[config.mk]
export PLATFORM = sky130hd
export DESIGN_NAME = mem8x4_fifo_ctrl
export DESIGN_NICKNAME = d
export VERILOG_FILES = /design/src/rtl/mem8x4_fifo_ctrl_pkg.sv /design/src/rtl/mem8x4_fifo_ctrl_arb.sv /design/src/rtl/mem8x4_fifo_ctrl.sv
export SDC_FILE = /design/constraint.sdc
export NUM_CORES = 1
export LEC_CHECK = 0
export ABC_AREA = 1
export BUFFER_PORTS_ARGS = -buffer_cell sky130_fd_sc_hd__buf_2
export CAP_MARGIN = 10
export CORE_MARGIN = 3
export CORE_UTILIZATION = 50
export CTS_CLUSTER_DIAMETER = 80
export CTS_CLUSTER_SIZE = 10
export DETAILED_ROUTE_END_ITERATION = 6
export HOLD_SLACK_MARGIN = 0.02
export PLACE_DENSITY = 0.74
export RECOVER_POWER = 100
export SKIP_CTS_REPAIR_TIMING = 1
export SLEW_MARGIN = 20
export SYNTH_ARGS = -nofsm -noshare
export SYNTH_HDL_FRONTEND = slang
export SYNTH_HIERARCHICAL = 1
export SYNTH_SLANG_ARGS = --single-unit
export TNS_END_PERCENT = 5
[constraint.sdc]
create_clock -name clk -period 2.8 [get_ports clk]
set_input_delay 0.42 -clock clk [delete_from_list [all_inputs] [get_ports clk]]
set_output_delay 0.42 -clock clk [all_outputs]
set_load 0.05 [all_outputs]
[src/rtl/mem8x4_fifo_ctrl_pkg.sv]
// Shared constants and types for the 8x4 memory FIFO controller.
package mem8x4_fifo_ctrl_pkg;

    localparam int WIDTH   = 4;
    localparam int DEPTH   = 8;
    localparam int AW      = 3;
    localparam int CNT_MAX = 10;
    localparam int CNT_W   = $clog2(CNT_MAX + 1);

    typedef enum logic [1:0] {
        NOP,
        WR,
        RD
    } mem_op_t;

endpackage

[src/rtl/mem8x4_fifo_ctrl_arb.sv]
// Two-requester arbiter; priority flips to the loser on each conflict.
module rr_arb2 (
    input  logic clk,
    input  logic rst_n,
    input  logic req_w,
    input  logic req_r,
    output logic gnt_w,
    output logic gnt_r
);

    logic prio;

    always_comb begin
        gnt_w = req_w && (!req_r || !prio);
        gnt_r = req_r && (!req_w || prio);
    end

    always_ff @(posedge clk or negedge rst_n) begin
        if (!rst_n) begin
            prio <= 1'b0;
        end else if (req_w && req_r) begin
            prio <= ~prio;
        end
    end

endmodule

[src/rtl/mem8x4_fifo_ctrl.sv]
// FIFO controller in front of a single-port 8x4 memory: wbuf -> mem -> out reg.
module mem8x4_fifo_ctrl #(
    parameter int WIDTH = mem8x4_fifo_ctrl_pkg::WIDTH,
    parameter int DEPTH = mem8x4_fifo_ctrl_pkg::DEPTH,
    parameter int AW    = mem8x4_fifo_ctrl_pkg::AW
) (
    input  logic                                   clk,
    input  logic                                   rst_n,
    input  logic                                   in_valid,
    output logic                                   in_ready,
    input  logic [WIDTH-1:0]                       in_data,
    output logic                                   out_valid,
    input  logic                                   out_ready,
    output logic [WIDTH-1:0]                       out_data,
    output logic [mem8x4_fifo_ctrl_pkg::CNT_W-1:0] count,
    output logic [AW-1:0]                          mem_addr,
    output logic [WIDTH-1:0]                       mem_wdata,
    output logic                                   mem_wr,
    input  logic [WIDTH-1:0]                       mem_rdata
);

    import mem8x4_fifo_ctrl_pkg::*;

    localparam logic [AW:0] MEM_FULL = (AW + 1)'(DEPTH);

    logic [AW-1:0]    wr_ptr;
    logic [AW-1:0]    rd_ptr;
    logic [AW:0]      mem_cnt;
    logic             wbuf_valid;
    logic [WIDTH-1:0] wbuf_data;
    mem_op_t          op_q;

    logic write_want;
    logic refill_want;
    logic wr_gnt;
    logic rd_gnt;
    logic accept;
    logic pop;

    // A read already in flight will fill the output register; don't stack another.
    assign write_want  = wbuf_valid && (mem_cnt < MEM_FULL);
    assign refill_want = (mem_cnt != '0) && (op_q != RD)
                         && (!out_valid || out_ready);

    rr_arb2 u_arb (
        .clk   (clk),
        .rst_n (rst_n),
        .req_w (write_want),
        .req_r (refill_want),
        .gnt_w (wr_gnt),
        .gnt_r (rd_gnt)
    );

    assign in_ready = !wbuf_valid || wr_gnt;
    assign accept   = in_valid && in_ready;
    assign pop      = out_valid && out_ready;

    assign count = CNT_W'(mem_cnt) + CNT_W'(wbuf_valid)
                 + CNT_W'(out_valid) + CNT_W'(op_q == RD);

    always_ff @(posedge clk or negedge rst_n) begin
        if (!rst_n) begin
            wr_ptr     <= '0;
            rd_ptr     <= '0;
            mem_cnt    <= '0;
            wbuf_valid <= 1'b0;
            wbuf_data  <= '0;
            op_q       <= NOP;
            mem_addr   <= '0;
            mem_wdata  <= '0;
            mem_wr     <= 1'b0;
            out_valid  <= 1'b0;
            out_data   <= '0;
        end else begin
            if (accept) begin
                wbuf_valid <= 1'b1;
                wbuf_data  <= in_data;
            end else if (wr_gnt) begin
                wbuf_valid <= 1'b0;
            end

            if (wr_gnt) begin
                mem_addr  <= wr_ptr;
                mem_wdata <= wbuf_data;
                mem_wr    <= 1'b1;
                op_q      <= WR;
                wr_ptr    <= wr_ptr + 1'b1;
                mem_cnt   <= mem_cnt + 1'b1;
            end else if (rd_gnt) begin
                mem_addr <= rd_ptr;
                mem_wr   <= 1'b0;
                op_q     <= RD;
                rd_ptr   <= rd_ptr + 1'b1;
                mem_cnt  <= mem_cnt - 1'b1;
            end else begin
                mem_wr <= 1'b0;
                op_q   <= NOP;
            end

            if (op_q == RD) begin
                out_data  <= mem_rdata;
                out_valid <= 1'b1;
            end else if (pop) begin
                out_valid <= 1'b0;
            end
        end
    end

endmodule
# ---- Yosys cells after proc, flatten, opt, wreduce, memory -nomap -nowiden
# Cells that the tools add are included.
dict set report totals {
  reg_bits 31
  word_cells 57
  in_bits 12
  output_inout_bits 18
}
dict set report classes {
  n_addsub 7
  n_mux 11
  n_bitwise 2
  n_lt_le_gt_ge 1
  n_reduce_logical 22
  eq_ne 2
}
# operator n
set op_table {}
lappend op_table {{4-bit by 1-bit adder with 4-bit output} 3}
lappend op_table {{1-bit logical AND} 8}
lappend op_table {{4-bit two-way mux} 2}
lappend op_table {{3-bit by 1-bit adder with 3-bit output, second input constant} 2}
lappend op_table {{3-bit two-way mux} 2}
lappend op_table {{2-bit nonzero test} 3}
lappend op_table {{1-bit logical NOT} 5}
lappend op_table {{1-bit two-way mux} 5}
lappend op_table {{4-bit by 1-bit adder with 4-bit output, second input constant} 1}
lappend op_table {{1-bit logical OR} 4}
lappend op_table {{4-bit less-than comparator, second input constant} 1}
lappend op_table {{2-bit two-way mux} 2}
lappend op_table {{4-bit nonzero test} 1}
lappend op_table {{4-bit by 1-bit subtractor with 4-bit output, second input constant} 1}
lappend op_table {{2-bit equality test, second input constant} 1}
lappend op_table {{2-bit inequality test, second input constant} 1}
lappend op_table {{1-bit inverter} 2}
lappend op_table {{2-bit AND reduction} 1}

# ---- Logic depth before layout (Yosys ltp)
# Gate-level depths: netlist (run 1).
dict set report depth {
  word_depth 9
  ltp_mapped 16
  depth_no_buf 13
}

# ---- Modules after synthesis
# The synthesis (run 1) kept the hierarchy.
# module area_per_inst_um2 cells_each instances
set by_module_without_submodules {}
lappend by_module_without_submodules {mem8x4_fifo_ctrl 1437.6 148 1}
lappend by_module_without_submodules {rr_arb2 60.1 8 1}

# ---- Worst setup path after synthesis (run 1)
# OpenSTA, ideal clock, no wires.
dict set report synth_path {
  path_type {reg2out}
  startpoint {reg op_q[0]}
  endpoint {out count[2] (netlist name)}
  path_stages_with_launch 8
  path_buffers 1
  arrival_time_ns 2.809
  slack_ns -0.429
  required_ns 2.380
  cell_sequence {dfrtp_1 -> or2_1 -> buf_2 -> clkinv_2 -> fa_1 -> ha_1 -> fa_1 -> xor2_1}
}
dict set report synth_between {
  elab_chain_len 2
}
# item line
set synth_lines {}
lappend synth_lines {{from (decl)} mem8x4_fifo_ctrl.sv:31} ;# mem_op_t op_q;
lappend synth_lines {{from (signal assigned)} mem8x4_fifo_ctrl.sv:68} ;# op_q <= NOP;
lappend synth_lines {{from (signal assigned)} mem8x4_fifo_ctrl.sv:86} ;# op_q <= WR;
lappend synth_lines {{from (signal assigned)} mem8x4_fifo_ctrl.sv:92} ;# op_q <= RD;
lappend synth_lines {{2-bit equality test} mem8x4_fifo_ctrl.sv:59} ;# + CNT_W'(out_valid) + CNT_W'(op_q == RD);
lappend synth_lines {{4-bit by 1-bit adder with 4-bit output} mem8x4_fifo_ctrl.sv:59}
lappend synth_lines {{to (decl)} mem8x4_fifo_ctrl.sv:15} ;# output logic [mem8x4_fifo_ctrl_pkg::CNT_W-1:0] count,
# Every way passes these cells.

# ---- Worst setup path after layout (run 1)
dict set report layout_path {
  startpoint {reg op_q[0]}
  endpoint {out count[1] (netlist name)}
}
# The elaborated chain is that of the path after synthesis.

==> flow_metrics.env, run 1 <==
export IMPL_outcome="finished with violations"
export IMPL_failed_checks="capacitance limit, slew limit"
export IMPL_crit_arrival_ns=2.30
export IMPL_hold_end="out_valid"
export IMPL_nets=214
export IMPL_placedCellCount=215
export IMPL_cts_max_path_buffers=2
export IMPL_htree_levels=2
export IMPL_hold_class="input port to register"
export IMPL_fp_dieW_um=60.7
export IMPL_syn_to_final_growth_pct=18.1
export IMPL_maxCapViolCount=1
export IMPL_port_buffers=29
export IMPL_max_stage_delay_ns=0.52
export IMPL_yosysWarnings=6
export IMPL_first_iter_violations=31
export IMPL_cts_sinks=30
export IMPL_yosys_register_bits=30
export IMPL_postSynthAreaPerCell_um2=9.60
export IMPL_finalHoldViolCount=0
export IMPL_wl_met2_mm=1.44
export IMPL_multi_input_area_um2=653
export IMPL_grt_pass1_vias=1077
export IMPL_hp_start="out_ready"
export IMPL_wl_met1_mm=1.17
export IMPL_worst_r2r_setup_slack_ns=0.45
export IMPL_cts_tree="built"
export IMPL_cp_depth=6
export IMPL_grt_pass1_wl_mm=4.82
export IMPL_viasPerCell=4.86
export IMPL_setup_violations=0
export IMPL_fin_cells=225
export IMPL_die_area_um2=3690
export IMPL_wl_per_cell_um=12.2
export IMPL_report_final_slew_viol_count=31
export IMPL_cp_top_family="adder cells"
export IMPL_antenna_found_initial=0
export IMPL_grt_overflow=0
export IMPL_rows=19
export IMPL_regArea_um2=751
export IMPL_syn_inst=156
export IMPL_path_clk_slew_ns=0.09
export IMPL_yosysTopAreaCell="dfrtp_1"
export IMPL_worstMarginPinSlew_ns=1.57
export IMPL_drive_gt1_share_pct=29.9
export IMPL_max_slew_margin_pct=-4.36
export IMPL_gp_congestion=0.821
export IMPL_drcViolationCount=0
export IMPL_route_met3_wl_um=112
export IMPL_fmax_mhz=367
export IMPL_io_pins=30
export IMPL_ys_top_cells_by_area="dfrtp_1, nand2_1, ha_1, fa_1, xor2_1"
export IMPL_end_kind="output port"
export IMPL_drtPass1Iterations=4
export IMPL_grt_max_degree=31
export IMPL_crit_slowest_cell="fa_2"
export IMPL_numCtsBuffers=5
export IMPL_n_fill_cell=253
export IMPL_syn_area_um2=1500
export IMPL_synth_fp_nets=177
export IMPL_clk_latency_ns=0.32
export IMPL_path_class="register to output port"
export IMPL_ys_seq_area_share_pct=50.1
export IMPL_crit_buf_inv=2
export IMPL_num_vias=1093
export IMPL_highest_layer="met4"
export IMPL_cp_max_fo=3
export IMPL_timing_final_crit_share_pct=97.3
export IMPL_setup_ws_ns=0.0750
export IMPL_rsz0062_at_grt="yes"
export IMPL_routed_wl_mm=2.75
export IMPL_hpwl_mm=2.10
export IMPL_worstPathCellList="or2_1, clkinv_2, fa_1, ha_2, fa_2, buf_6"
export IMPL_rr_startpoint="op_q[0]"
export IMPL_synth_cell_types=29
export IMPL_antenna_cells=0
export IMPL_place_area_um2=1680
export IMPL_start_util_pct=53.4
export IMPL_ant_nets=0
export IMPL_critPathLaunchType="register"
export IMPL_r2r_cells=12
export IMPL_postLayoutCellArea_um2=1770
export IMPL_regToRegEndpoint="mem_cnt[3]"
export IMPL_core_um2=2810
export IMPL_synth_top_area_share_pct=50.1
export IMPL_cp_required_ns=2.38
export IMPL_track_usage_pct=17.9
export IMPL_pre_cts_ws_ns=0.210
export IMPL_dieHeight_um=60.7
export IMPL_clockRootBuffer="clkbuf_4"
export IMPL_holdWs_ns=0.271
export IMPL_layout_min_cycle_time_ns=2.72
export IMPL_fin_skew_ns=0.0117
export IMPL_holdPathStages=2
[routing by layer]
| metal | vias to the layer above | track usage, % |
|---|---|---|
| li1 | 554 | - |
| met1 | 510 | 23.0 |
| met2 | 27 | 29.5 |
| met3 | 2 | 4.47 |
| met4 | 0 | 6.50 |
| met5 | - | 0 |
[layout by cell type, fill, tap and decap left out, types with 2 or more instances in the layout]
cell type	synthesis	layout
buf_4	0	5
clkinv_2	1	2
nand2_1	61	61
dfrtp_1	30	30
clkbuf_1	0	2
buf_6	1	2
ha_1	6	5
inv_2	2	2
inv_1	12	12
nand3_1	9	9
buf_2	1	25
xor2_2	0	2
fa_1	3	2
nand2_4	2	2
clkbuf_4	0	5
xor2_1	6	4
o21ai_2	3	3
a21boi_1	2	2
nor2_1	3	3
[cells in the mapped netlist]
cell type	instances
nand2_8	1
nor4_1	1
or2_1	1
nand3_1	9
ha_1	6
nor2_1	3
buf_6	1
inv_6	1
a21boi_1	2
nor2_2	1
clkinv_2	1
nand2_1	61
inv_8	1
inv_1	12
o211ai_2	1
buf_2	1
buf_12	1
o21ai_2	3
inv_2	2
a21oi_1	1
a21oi_2	1
dfrtp_1	30
o21ai_0	1
xor2_1	6
o211ai_1	1
nand2_4	2
fa_1	3
xnor2_1	1
nand3_2	1
[layout make-up]
cell class,instances,share of cell area (%)
sequential,30,42.4
multi-input combinational,106,36.9
clock buffer,7,3.11
tap,31,2.19
timing repair buffer,33,10.7
inverter,17,4.38
clock inverter,1,0.283
[worst max-delay path by stage]
| stage | startpoint | end | slack (ns) |
|---|---|---|---|
| CTS | op_q[0] | count[2] | -0.16 |
| global route | op_q[0] | count[2] | -0.03 |
| finish | op_q[0] | count[1] | 0.08 |
| global placement | op_q[0] | count[2] | 0.27 |
| floorplan | op_q[0] | count[2] | -0.21 |
| detailed placement | op_q[0] | count[2] | 0.21 |
[through the flow]
step | util [%] | setup TNS [ns]
after global placement | 59.7 | 0
final | 63.1 | 0
after global routing | 63.1 | -0.0677
after CTS | 61.9 | -0.200
after floorplan | - | -0.278
after detailed placement | 59.7 | 0
[logic make-up after synthesis]
logic type,after synthesis,synth area share (%)
AOI/OAI and AO/OA,10,5.35
DFF,30,50.1
xor gates and xnor gates,7,4.09
adders and majority gates,9,9.02
buffers and inverters,20,7.60
and+or+nand+nor,80,23.8
[sequential cells by signal, indices dropped and copies added, names as in the netlist, 2 cells and up]
signal,flops
wbuf_data,4
wr_ptr,3
out_data,4
mem_addr,3
op_q,2
rd_ptr,3
mem_wdata,4
mem_cnt,4
Power of run 1 is not shown: default switching activity piles up to over one toggle a cycle in this logic, so the estimate is an artifact.
==> inputs of run 2 (changes only) <==
- RECOVER_POWER: 100 -> default
==> run 2 against run 1 <==
  * The flow now finishes without violations
  * Fmax is the same
  * Clock skew is the same
  * Wire length is the same
  * Count of clock-buffer cells in the layout is the same
==> flow_metrics.env, run 2 (same netlist as run 1, synthesis figures left out) <==
export IMPL_gp_congestion=0.821
export IMPL_hpwl_mm=2.10
export IMPL_path_class="register to output port"
export IMPL_num_vias=1093
export IMPL_track_usage_pct=17.9
export IMPL_drtPass1Iterations=4
export IMPL_n_fill_cell=252
export IMPL_max_slew_margin_pct=56.3
export IMPL_ant_nets=0
export IMPL_syn_to_final_growth_pct=18.2
export IMPL_report_final_slew_viol_count=0
export IMPL_grt_overflow=0
export IMPL_drcViolationCount=0
export IMPL_cts_tree="built"
export IMPL_final_cell_mix="nand2_1, dfrtp_1, buf_2"
export IMPL_drive_gt1_share_pct=30.4
export IMPL_start_util_pct=53.4
export IMPL_rr_startpoint="op_q[0]"
export IMPL_antenna_found_initial=0
export IMPL_cp_startpoint="op_q[0]"
export IMPL_worstMarginPinSlew_ns=0.655
export IMPL_nets=214
export IMPL_rsz0062_at_grt="yes"
export IMPL_path_clk_slew_ns=0.09
export IMPL_finalHoldViolCount=0
export IMPL_viasPerCell=4.86
export IMPL_rows=19
export IMPL_port_buffers=29
export IMPL_fin_skew_ns=0.0117
export IMPL_dieHeight_um=60.7
export IMPL_cts_sinks=30
export IMPL_htree_levels=2
export IMPL_critPathLaunchType="register"
export IMPL_routed_wl_mm=2.75
export IMPL_cp_max_fo=3
export IMPL_clk_latency_ns=0.32
export IMPL_wl_per_cell_um=12.2
export IMPL_cts_max_path_buffers=2
export IMPL_numCtsBuffers=5
export IMPL_outcome="finished, final reports clean"
export IMPL_io_pins=30
export IMPL_fmax_mhz=367
export IMPL_cp_required_ns=2.38
export IMPL_crit_arrival_ns=2.30
export IMPL_setup_violations=0
export IMPL_first_iter_violations=31
export IMPL_hold_class="input port to asynchronous set/reset pin"
export IMPL_fp_dieW_um=60.7
export IMPL_finalSetupTns_ns=0
export IMPL_maxCapViolCount=0
export IMPL_clockRootBuffer="clkbuf_4"
export IMPL_antenna_cells=0
export IMPL_end_kind="output port"
export IMPL_final_common_cell="nand2_1"
export IMPL_grt_pass1_wl_mm=4.82
export IMPL_die_area_um2=3690
export IMPL_layout_min_cycle_time_ns=2.72
export IMPL_timing_final_crit_share_pct=97.3
export IMPL_grt_pass1_vias=1077
export IMPL_grt_max_degree=31
export IMPL_core_um2=2810
==> run 2: cell count changes in the layout (fill, tap and decap cells not counted) <==
cell	before	now
buf_2	25	26
clkbuf_1	2	1
==> run 2: final cells by class <==
class	count	area (um^2)	share of cell area (%)
Clock buffer	7	55.1	3.11
Tap cell	31	38.8	2.19
Timing Repair Buffer	33	190	10.7
Inverter	17	77.6	4.38
Clock inverter	1	5.00	0.283
Multi-Input combinational cell	106	653	36.9
Sequential cell	30	751	42.4
==> run 2: layer usage <==
metal	vias up	GRT usage, %	wire length, um
met1	510	23.0	1170
met5	-	0	0
met2	27	29.5	1440
li1	554	-	-
met3	2	4.47	112
met4	0	6.50	23
==> run 2: worst paths after layout <==
path,endpoint,slack (ns),cells past startpoint
max in group asynchronous,mem_cnt[2],2.25,1
worst min register to register,mem_wdata[2],0.47,2
worst max-delay path,count[1],0.08,6
worst max register to register,mem_cnt[3],0.45,12
worst min-delay path,out_valid,0.11,1
min in group clk,out_valid,0.27,2
==> run 2: critical path: stages (launching register included) <==
cell      delay (ns)
dfrtp_1         0.38
or2_1           0.25
clkinv_2        0.07
fa_1            0.41
ha_2            0.20
fa_2            0.52
buf_6           0.15
==> run 2: per-stage QoR <==
stage	cell area, um^2	cells	utilization, %	hold slack [ns]	setup WS, ns
6_report	1770	225	63.1	0.109	0.0750
5_1_grt	1770	225	63.1	0.155	-0.0341
4_1_cts	1740	223	61.9	0.134	-0.162
3_5_place_dp	1680	215	59.7	0.456	0.210
3_3_place_gp	1680	215	59.7	0.456	0.265
2_1_floorplan	1510	156	-	0.124	-0.210
Power of run 2 is left out for the same reason.
